--- src/rtl/spi_shift_datapath_pkg.sv ---
// Shared SPI definitions: packet FSM state encoding and the packet_size width helper.
// Used by the shift datapath and by the SPI controller FSM so both agree on
// state codes and on how wide a bit-count field must be for a given packet width.
package spi_shift_datapath_pkg;

   typedef enum logic [1:0] {
      SPI_IDLE  = 2'd0,
      SPI_SHIFT = 2'd1,
      SPI_DONE  = 2'd2
   } spi_state_t;

   // A bit count must hold the value nbits itself, hence the extra bit.
   function automatic int spi_size_width(input int nbits);
      return $clog2(nbits) + 1;
   endfunction

endpackage

--- src/rtl/spi_bit_counter.sv ---
// Purpose: counts sampled bits of the current packet; flags the posedge that completes it.
// Latency: count updates on the clock after inc; last is combinational from inc and count.
// Backpressure: none, follows the datapath enables.
//
// Ports: clk, reset (sync, active-high), clear (load), inc (sampling pulse in SHIFT),
//        size_reg (packet length), last (this inc brings the count to size_reg).
module spi_bit_counter #(
   parameter int size_w = 4
) (
   input  logic              clk,
   input  logic              reset,
   input  logic              clear,
   input  logic              inc,
   input  logic [size_w-1:0] size_reg,
   output logic              last
);

   logic [size_w-1:0] bit_cnt;

   always_ff @(posedge clk) begin
      if (reset || clear) begin
         bit_cnt <= '0;
      end else if (inc) begin
         bit_cnt <= bit_cnt + size_w'(1);
      end
   end

   // Compare the post-increment value so the FSM can leave SHIFT on the same
   // edge that samples the final bit; the count therefore never passes size_reg.
   assign last = inc && ((bit_cnt + size_w'(1)) == size_reg);

endmodule

--- src/rtl/spi_shift_datapath.sv ---
// Purpose: SPI master shift register; MSB-first MOSI out, MISO shifted in, per-packet size.
// Latency: send_val rises one cycle after the posedge pulse that samples the last bit.
// Backpressure: recv_rdy low while a packet is in flight; DONE holds send_msg until send_rdy.
//
// Ports: clk, reset (sync, active-high); recv_msg/recv_val/recv_rdy/packet_size load a
//        packet; sclk_posedge/sclk_negedge are controller pulses; miso in, mosi out
//        (registered); send_msg/send_val/send_rdy return the received word; busy.
module spi_shift_datapath
   import spi_shift_datapath_pkg::*;
#(
   parameter int nbits = 34
) (
   input  logic                   clk,
   input  logic                   reset,
   input  logic [nbits-1:0]       recv_msg,
   input  logic                   recv_val,
   output logic                   recv_rdy,
   input  logic [$clog2(nbits):0] packet_size,
   input  logic                   sclk_posedge,
   input  logic                   sclk_negedge,
   input  logic                   miso,
   output logic                   mosi,
   output logic [nbits-1:0]       send_msg,
   output logic                   send_val,
   input  logic                   send_rdy,
   output logic                   busy
);

   localparam int                size_w  = spi_size_width(nbits);
   localparam logic [size_w-1:0] nbits_w = size_w'(nbits);

   spi_state_t        state;
   spi_state_t        state_nxt;
   logic [nbits-1:0]  shreg;
   logic [size_w-1:0] size_reg;
   logic [size_w-1:0] eff_size;
   logic [nbits-1:0]  load_word;
   logic [nbits-1:0]  drive_word;
   logic              load;
   logic              shift_en;
   logic              drive_en;
   logic              last_bit;

   // Zero or oversize requests fall back to the full width.
   assign eff_size = (packet_size == '0 || packet_size > nbits_w) ? nbits_w : packet_size;

   // Variable-position bit picks done as shifts so the index width is free.
   assign load_word  = recv_msg >> (eff_size - size_w'(1));
   assign drive_word = shreg >> (size_reg - size_w'(1));

   assign shift_en = (state == SPI_SHIFT) && sclk_posedge;
   assign drive_en = (state == SPI_SHIFT) && sclk_negedge;

   always_ff @(posedge clk) begin
      if (reset) begin
         state <= SPI_IDLE;
      end else begin
         state <= state_nxt;
      end
   end

   always_comb begin
      state_nxt = state;
      load      = 1'b0;
      case (state)
         SPI_IDLE: begin
            if (recv_val) begin
               load      = 1'b1;
               state_nxt = SPI_SHIFT;
            end
         end
         SPI_SHIFT: begin
            if (last_bit) begin
               state_nxt = SPI_DONE;
            end
         end
         SPI_DONE: begin
            if (send_rdy) begin
               state_nxt = SPI_IDLE;
            end
         end
         default: state_nxt = SPI_IDLE;
      endcase
   end

   assign recv_rdy = (state == SPI_IDLE);
   assign send_val = (state == SPI_DONE);
   assign busy     = (state != SPI_IDLE);

   // The negedge rule reads shreg before this edge's shift, so a coincident
   // posedge/negedge drives the bit that was on top before sampling.
   always_ff @(posedge clk) begin
      if (reset) begin
         shreg    <= '0;
         size_reg <= '0;
         mosi     <= 1'b0;
      end else if (load) begin
         shreg    <= recv_msg;
         size_reg <= eff_size;
         mosi     <= load_word[0];
      end else begin
         if (shift_en) begin
            shreg <= {shreg[nbits-2:0], miso};
         end
         if (drive_en) begin
            mosi <= drive_word[0];
         end
      end
   end

   spi_bit_counter #(
      .size_w (size_w)
   ) u_bit_counter (
      .clk      (clk),
      .reset    (reset),
      .clear    (load),
      .inc      (shift_en),
      .size_reg (size_reg),
      .last     (last_bit)
   );

   // Leftover transmit bits sit above the received ones; masking hides them.
   // A shift by size_reg == nbits yields zero, giving an all-ones mask.
   assign send_msg = shreg & ~({nbits{1'b1}} << size_reg);

endmodule

--- config.mk ---
export PLATFORM = sky130hd
export DESIGN_NAME = spi_shift_datapath
export DESIGN_NICKNAME = d
export VERILOG_FILES = /design/src/rtl/spi_shift_datapath_pkg.sv /design/src/rtl/spi_bit_counter.sv /design/src/rtl/spi_shift_datapath.sv
export SDC_FILE = /design/constraint.sdc
export NUM_CORES = 1
export LEC_CHECK = 0
export ABC_CLOCK_PERIOD_IN_PS = 5500
export CORE_ASPECT_RATIO = 1.1
export CORE_UTILIZATION = 30
export DETAILED_ROUTE_END_ITERATION = 10
export GPL_TIMING_DRIVEN = 1
export SLEW_MARGIN = 20
export SYNTH_ARGS = -nofsm -noshare
export SYNTH_HDL_FRONTEND = slang
export SYNTH_SLANG_ARGS = --single-unit
--- constraint.sdc ---
create_clock -name clk -period 5.5 [get_ports clk]
set_clock_uncertainty 0.05 [all_clocks]
set_input_delay 1.1 -clock clk [delete_from_list [all_inputs] [get_ports clk]]
set_output_delay 1.1 -clock clk [all_outputs]
set_load 0.02 [all_outputs]
== After elaboration in Yosys (flattened, before gate mapping) ==
Cells that the tools add are included.
Storage, ports and cells
  output and inout port bits: 38
  flip-flop bits (word level): 51
  logic and storage cells: 42
  input bits: 48
Cells by class
  multiplexer cells: 11
  magnitude comparators: 1
  bitwise gates (word level): 2
  add/subtract/negate cells: 3
  equality and inequality tests: 6
  shifts and indexed selects: 3
  reduce and logical (&&, ||, !) cells: 11
Operator list (number)
  34-bit 2-to-1 mux: 2
  34-bit by 7-bit >> shifter with 1-bit output: 2
  34-bit bitwise AND: 1
  34-bit NOT: 1
  34-bit by 7-bit left shift with 34-bit output, first input constant: 1
  7-bit by 1-bit subtractor with 7-bit output, second input constant: 2
  7-bit by 1-bit adder with 7-bit output, second input constant: 1
  7-bit equality test: 1
  7-bit by 6-bit greater-than comparator with 1-bit output, second input constant: 1
  7-bit zero test: 1
  7-bit 2-to-1 mux: 1
  2-bit 2-to-1 mux: 3
  2-bit case mux with 3 select lines: 1
  2-bit nonzero test: 3
  1-bit 2-to-1 mux: 4
  2-bit != test, second input constant: 2
  1-bit logical AND: 3
  3-bit AND reduction: 1
  2-bit by 1-bit equality test with 1-bit output, second input constant: 1
  2-bit equality test, second input constant: 1
  2-bit zero test: 1
  1-bit logical OR: 2
  2-bit by 1-bit != test with 1-bit output, second input constant: 1

== Depth between registers and ports, before layout ==
  depth after elaboration: 6
  mapped depth: 13
  depth with buffers taken out: 12

== Hierarchy ==
From an unflattened synthesis, not the netlist that was laid out.
Second synthesis, totals
  cell total of the unflattened synthesis: 507
  area, all modules: 3922.5 sq um
By module, submodules not included
  spi_shift_datapath: seq. area each 880.8 sq um, area an instance 3423.3 sq um, cells an instance 449, times used 1
  spi_bit_counter: seq. area each 140.1 sq um, area an instance 499.2 sq um, cells an instance 58, times used 1

== Worst setup path before layout ==
No wires, ideal clock.
  path kind: input-to-reg
  start: input port packet_size[3]
  end: register mosi
  slack: 1.686 ns
  data required time: 5.326 ns
  stages: 13
  path buffers: 2
  arrival: 3.639 ns
  setup time: 0.124 ns
  cells stage by stage: or3_1 > nor3_2 > a211oi_1 > nor2b_1 > ha_1 > buf_2 > buf_1 > mux2i_1 > mux2i_1 > mux2i_1 > mux2i_1 > a31oi_1 > nand3_1
On the way
  word-level cells in the longest chain between the ends: 6
  elaborated cells on any way between the ends: 7
  classes of those cells: 1 x add/sub; 1 x order compare; 1 x shift; 2 x mux; 2 x reduce/logical
Ends and longest elaborated chain
  start, declared: line spi_shift_datapath.sv:18  | input logic [$clog2(nbits):0] packet_size,
  7-bit by 6-bit greater-than comparator with 1-bit output or 7-bit zero test (tied branches): line spi_shift_datapath.sv:45  | assign eff_size = (packet_size == '0 || packet_size > nbits_w) ? nbits_w : packet_size;
  1-bit logical OR: line spi_shift_datapath.sv:45
  7-bit 2-to-1 mux *: line spi_shift_datapath.sv:45
  7-bit by 1-bit subtractor with 7-bit output *: line spi_shift_datapath.sv:48  | assign load_word = recv_msg >> (eff_size - size_w'(1));
  34-bit by 7-bit >> shifter with 1-bit output *: line spi_shift_datapath.sv:48
  1-bit 2-to-1 mux *: line spi_shift_datapath.sv:97  | end else if (load) begin
  end signal, assigned: line spi_shift_datapath.sv:100  | mosi <= load_word[0];
  end signal, assigned: line spi_shift_datapath.sv:106  | mosi <= drive_word[0];
  end, declared: line spi_shift_datapath.sv:22  | output logic mosi,
Mark *: on every way between the ends. The rest lies on a longest branch, timed or not.
A chain may end at the register's enable or synchronous reset.

== Worst setup path in the final report ==
Ends and elaborated chain as after synthesis.

==> results_dict.tcl <==
set metrics [dict create \
    async_reset_ff_share_pct 0 \
    fin_hold_ws_ns 0.4578 \
    detail_route.wl_per_cell_um 18.47 \
    fin_crit_ns 4.461 \
    clkLatencyLatePin_ns 0.29 \
    core_um2 12190 \
    synth_area_per_cell_um2 7.654 \
    syn-instance-count 495 \
    dp_hpwl_mm 9.759 \
    rsz0062_at_grt "no" \
    synth-edff-count 0 \
    syn_nets 549 \
    nets 613 \
    p_int_uw 742.4 \
    synth_seq_cells 51 \
    io_buffers 85 \
    die_w_um 109.2 \
    vias 3985 \
    postCtsSetupRepairBufs 0 \
    grt_max_degree 44 \
    cap_violations 0 \
    dieHeight_um 119.9 \
    cts_tree "built" \
    finalHoldViolCount 0 \
    gp_congestion 0.9227 \
    die-area_um2 13080 \
    synthTopCellsByArea "dfxtp_1 27%, nand2_1 9.6%, a311oi_1 7.9%, nor2_1 5.7%, mux4_2 5.4%" \
    dp.cells 706 \
    ys_seq_area_share_pct 26.95 \
    worstMarginPinSlew_ns 1.004 \
    start_util_pct 31.08 \
    ant_nets 0 \
    ctsHoldBuffers 0 \
    finish.utilization_pct 40.13 \
    synth.distinct_cells 55 \
    first_iter_violations 309 \
    cts_buffers 5 \
    area_growth_pct 29.13 \
    rows 42 \
    wl_mm 13.19 \
    clockPowerShare_pct 27.7 \
    relSlewSlack_pct 32.84 \
    largest_register_ffs 34 \
    max_freq_mhz 224.2 \
    yosysWarnings 0 \
    clockBufferDepth 2 \
    overflow 0 \
    cp-start-kind "primary input" \
    instances_no_fill 714 \
    leakagePower_uw 0.001701 \
    avgViaCountPerCell 5.581 \
    vdd_ir_drop_max_mv 0.1437 \
    p_sw_uw 396.6 \
    synth_top_area_cell "dfxtp_1" \
    power.density_nw_per_um2 232.8 \
    min_path_type "flop to flop" \
    n_antenna_cell 0 \
    syn-cell-area_um2 3789 \
    crit_type "primary input to flop" \
    io_pins 86 \
    final-setup-viol-count 0 \
    final-max-slew-violation-count 0 \
    worstSetupEndpointType "flop" \
    cts.sinks 51 \
    final.setup.tns_ns 0 \
    drtPass1Iterations 5 \
    swShare_pct 34.82 \
    grt_pass1_wl_mm 20.74 \
    pwr-share-seq_pct 39.8 \
    antenna_found_initial 0 \
    drc 0 \
    ys.flop_type "dfxtp_1" \
    drive_gt1_share_pct 6.786 \
    cp_data_arrival_time_ns 4.59 \
    status "complete, no violations" \
    ctsResizeCount 0 \
    cts_root_buf "clkbuf_16" \
    clk_pin_slew_ns 0.07 \
    htree_levels 2 \
    path_max_fanout 12 \
    synth_top_area_share_pct 26.95 \
    grt_usage_pct 20.35 \
    comb_power_share_pct 32.5 \
    cp.required_ns 5.63 \
    first_global_vias 3870 \
    fin_crit_sh_pct 81.10 \
]
==> cells in the mapped netlist (all sizes together) (9+ instances only) <==
master  number
nand2       98
nor2        58
dfxtp       51
a311oi      34
clkbuf      24
a21boi      23
mux2i       19
o21ai       16
xnor2       16
nor3        15
a21oi       14
inv         14
nand3       14
buf         10
mux4         9
nor2b        9
==> kinds of logic (layout without fill, tap and decap cells) <==
| family | Yosys count | in the layout | synth area share [%] |
|---|---|---|---|
| AND/OR/NAND/NOR | 220 | 220 | 25.93 |
| AO/OA/AOI/OAI | 115 | 115 | 23.12 |
| flip-flops | 51 | 51 | 26.95 |
| buffers and inverters | 48 | 113 | 4.888 |
| multiplexers | 33 | 33 | 11.86 |
| XOR/XNOR | 22 | 22 | 5.284 |
| adder cells (fa/ha/maj) | 6 | 6 | 1.981 |
==> metal layers <==
metal	global-route usage (%)	up-vias	routed length (um)
met3	2.444	20	642
li1	-	1896	-
met4	4.983	0	206
met2	34.16	148	6374
met1	27.39	1921	5963
met5	0	-	0
==> power groups by stage <==
stage / clock network, uW / logic [uW] / registers, uW
after CTS: 322 / 368 / 452
after global placement: 0 / 362 / 460
after detailed placement: 0 / 365 / 460
final: 315 / 370 / 454
after global routing: 335 / 397 / 459
after floorplan: 0 / 237 / 440
==> metrics by stage <==
step / power [uW] / setup WS, ns / area (um^2)
after floorplan: 676.9 / 1.686 / 3789
after global placement: 821.2 / 0.8938 / 4747
after detailed placement: 825.5 / 0.7858 / 4747
after CTS: 1142 / 1.088 / 4892
after global routing: 1191 / 0.8434 / 4892
final: 1139 / 1.039 / 4892
==> critical path: stages <==
cell,delay [ns]
clkdlybuf4s50_1,0.55
o41ai_2,0.74
nand2_2,0.31
ha_1,0.52
or4b_1,0.61
o22ai_1,0.19
a21oi_1,0.05
a31oi_1,0.19
o41ai_1,0.11
nand4b_1,0.14
nand3_1,0.08
==> layout by cell type, fill, tap and decap left out, types with 3 or more instances in the layout <==
| cell type | n |
|---|---|
| nor3_1 | 13 |
| mux4_2 | 9 |
| nor3b_1 | 3 |
| nor2b_1 | 9 |
| nor2_1 | 58 |
| inv_1 | 14 |
| clkbuf_16 | 5 |
| a21oi_1 | 14 |
| o21ai_0 | 15 |
| a31oi_1 | 3 |
| buf_4 | 6 |
| nand2_1 | 96 |
| xnor2_1 | 15 |
| a21boi_0 | 23 |
| xor2_1 | 6 |
| o21a_1 | 3 |
| mux2_2 | 5 |
| ha_1 | 6 |
| and2_1 | 8 |
| mux2i_1 | 19 |
| a311oi_1 | 34 |
| a211oi_1 | 3 |
| clkdlybuf4s50_1 | 85 |
| dfxtp_1 | 51 |
| o22ai_1 | 5 |
| nand3_1 | 14 |
==> final cells by class <==
| type | instances | area [um^2] |
|---|---|---|
| clock inverters | 3 | 20.02 |
| clock buffers | 5 | 125.1 |
| flip-flops and latches | 51 | 1021 |
| repair buffers | 91 | 895.9 |
| inverters | 14 | 52.55 |
| multi-input cells | 396 | 2585 |
| fillers | 1277 | 7300 |
| well taps | 154 | 192.7 |
==> final timing paths <==
check | endpoint | startpoint | depth (start not counted) | slack (ns)
hold reg to reg | u_bit_counter.bit_cnt[1] | u_bit_counter.bit_cnt[1] | 2 | 0.46
hold / removal | u_bit_counter.bit_cnt[1] | u_bit_counter.bit_cnt[1] | 2 | 0.46
setup reg to reg | mosi | size_reg[1] | 8 | 2.76
setup / recovery | mosi | packet_size[3] | 11 | 1.04
Power figures use the tool's default switching activity.
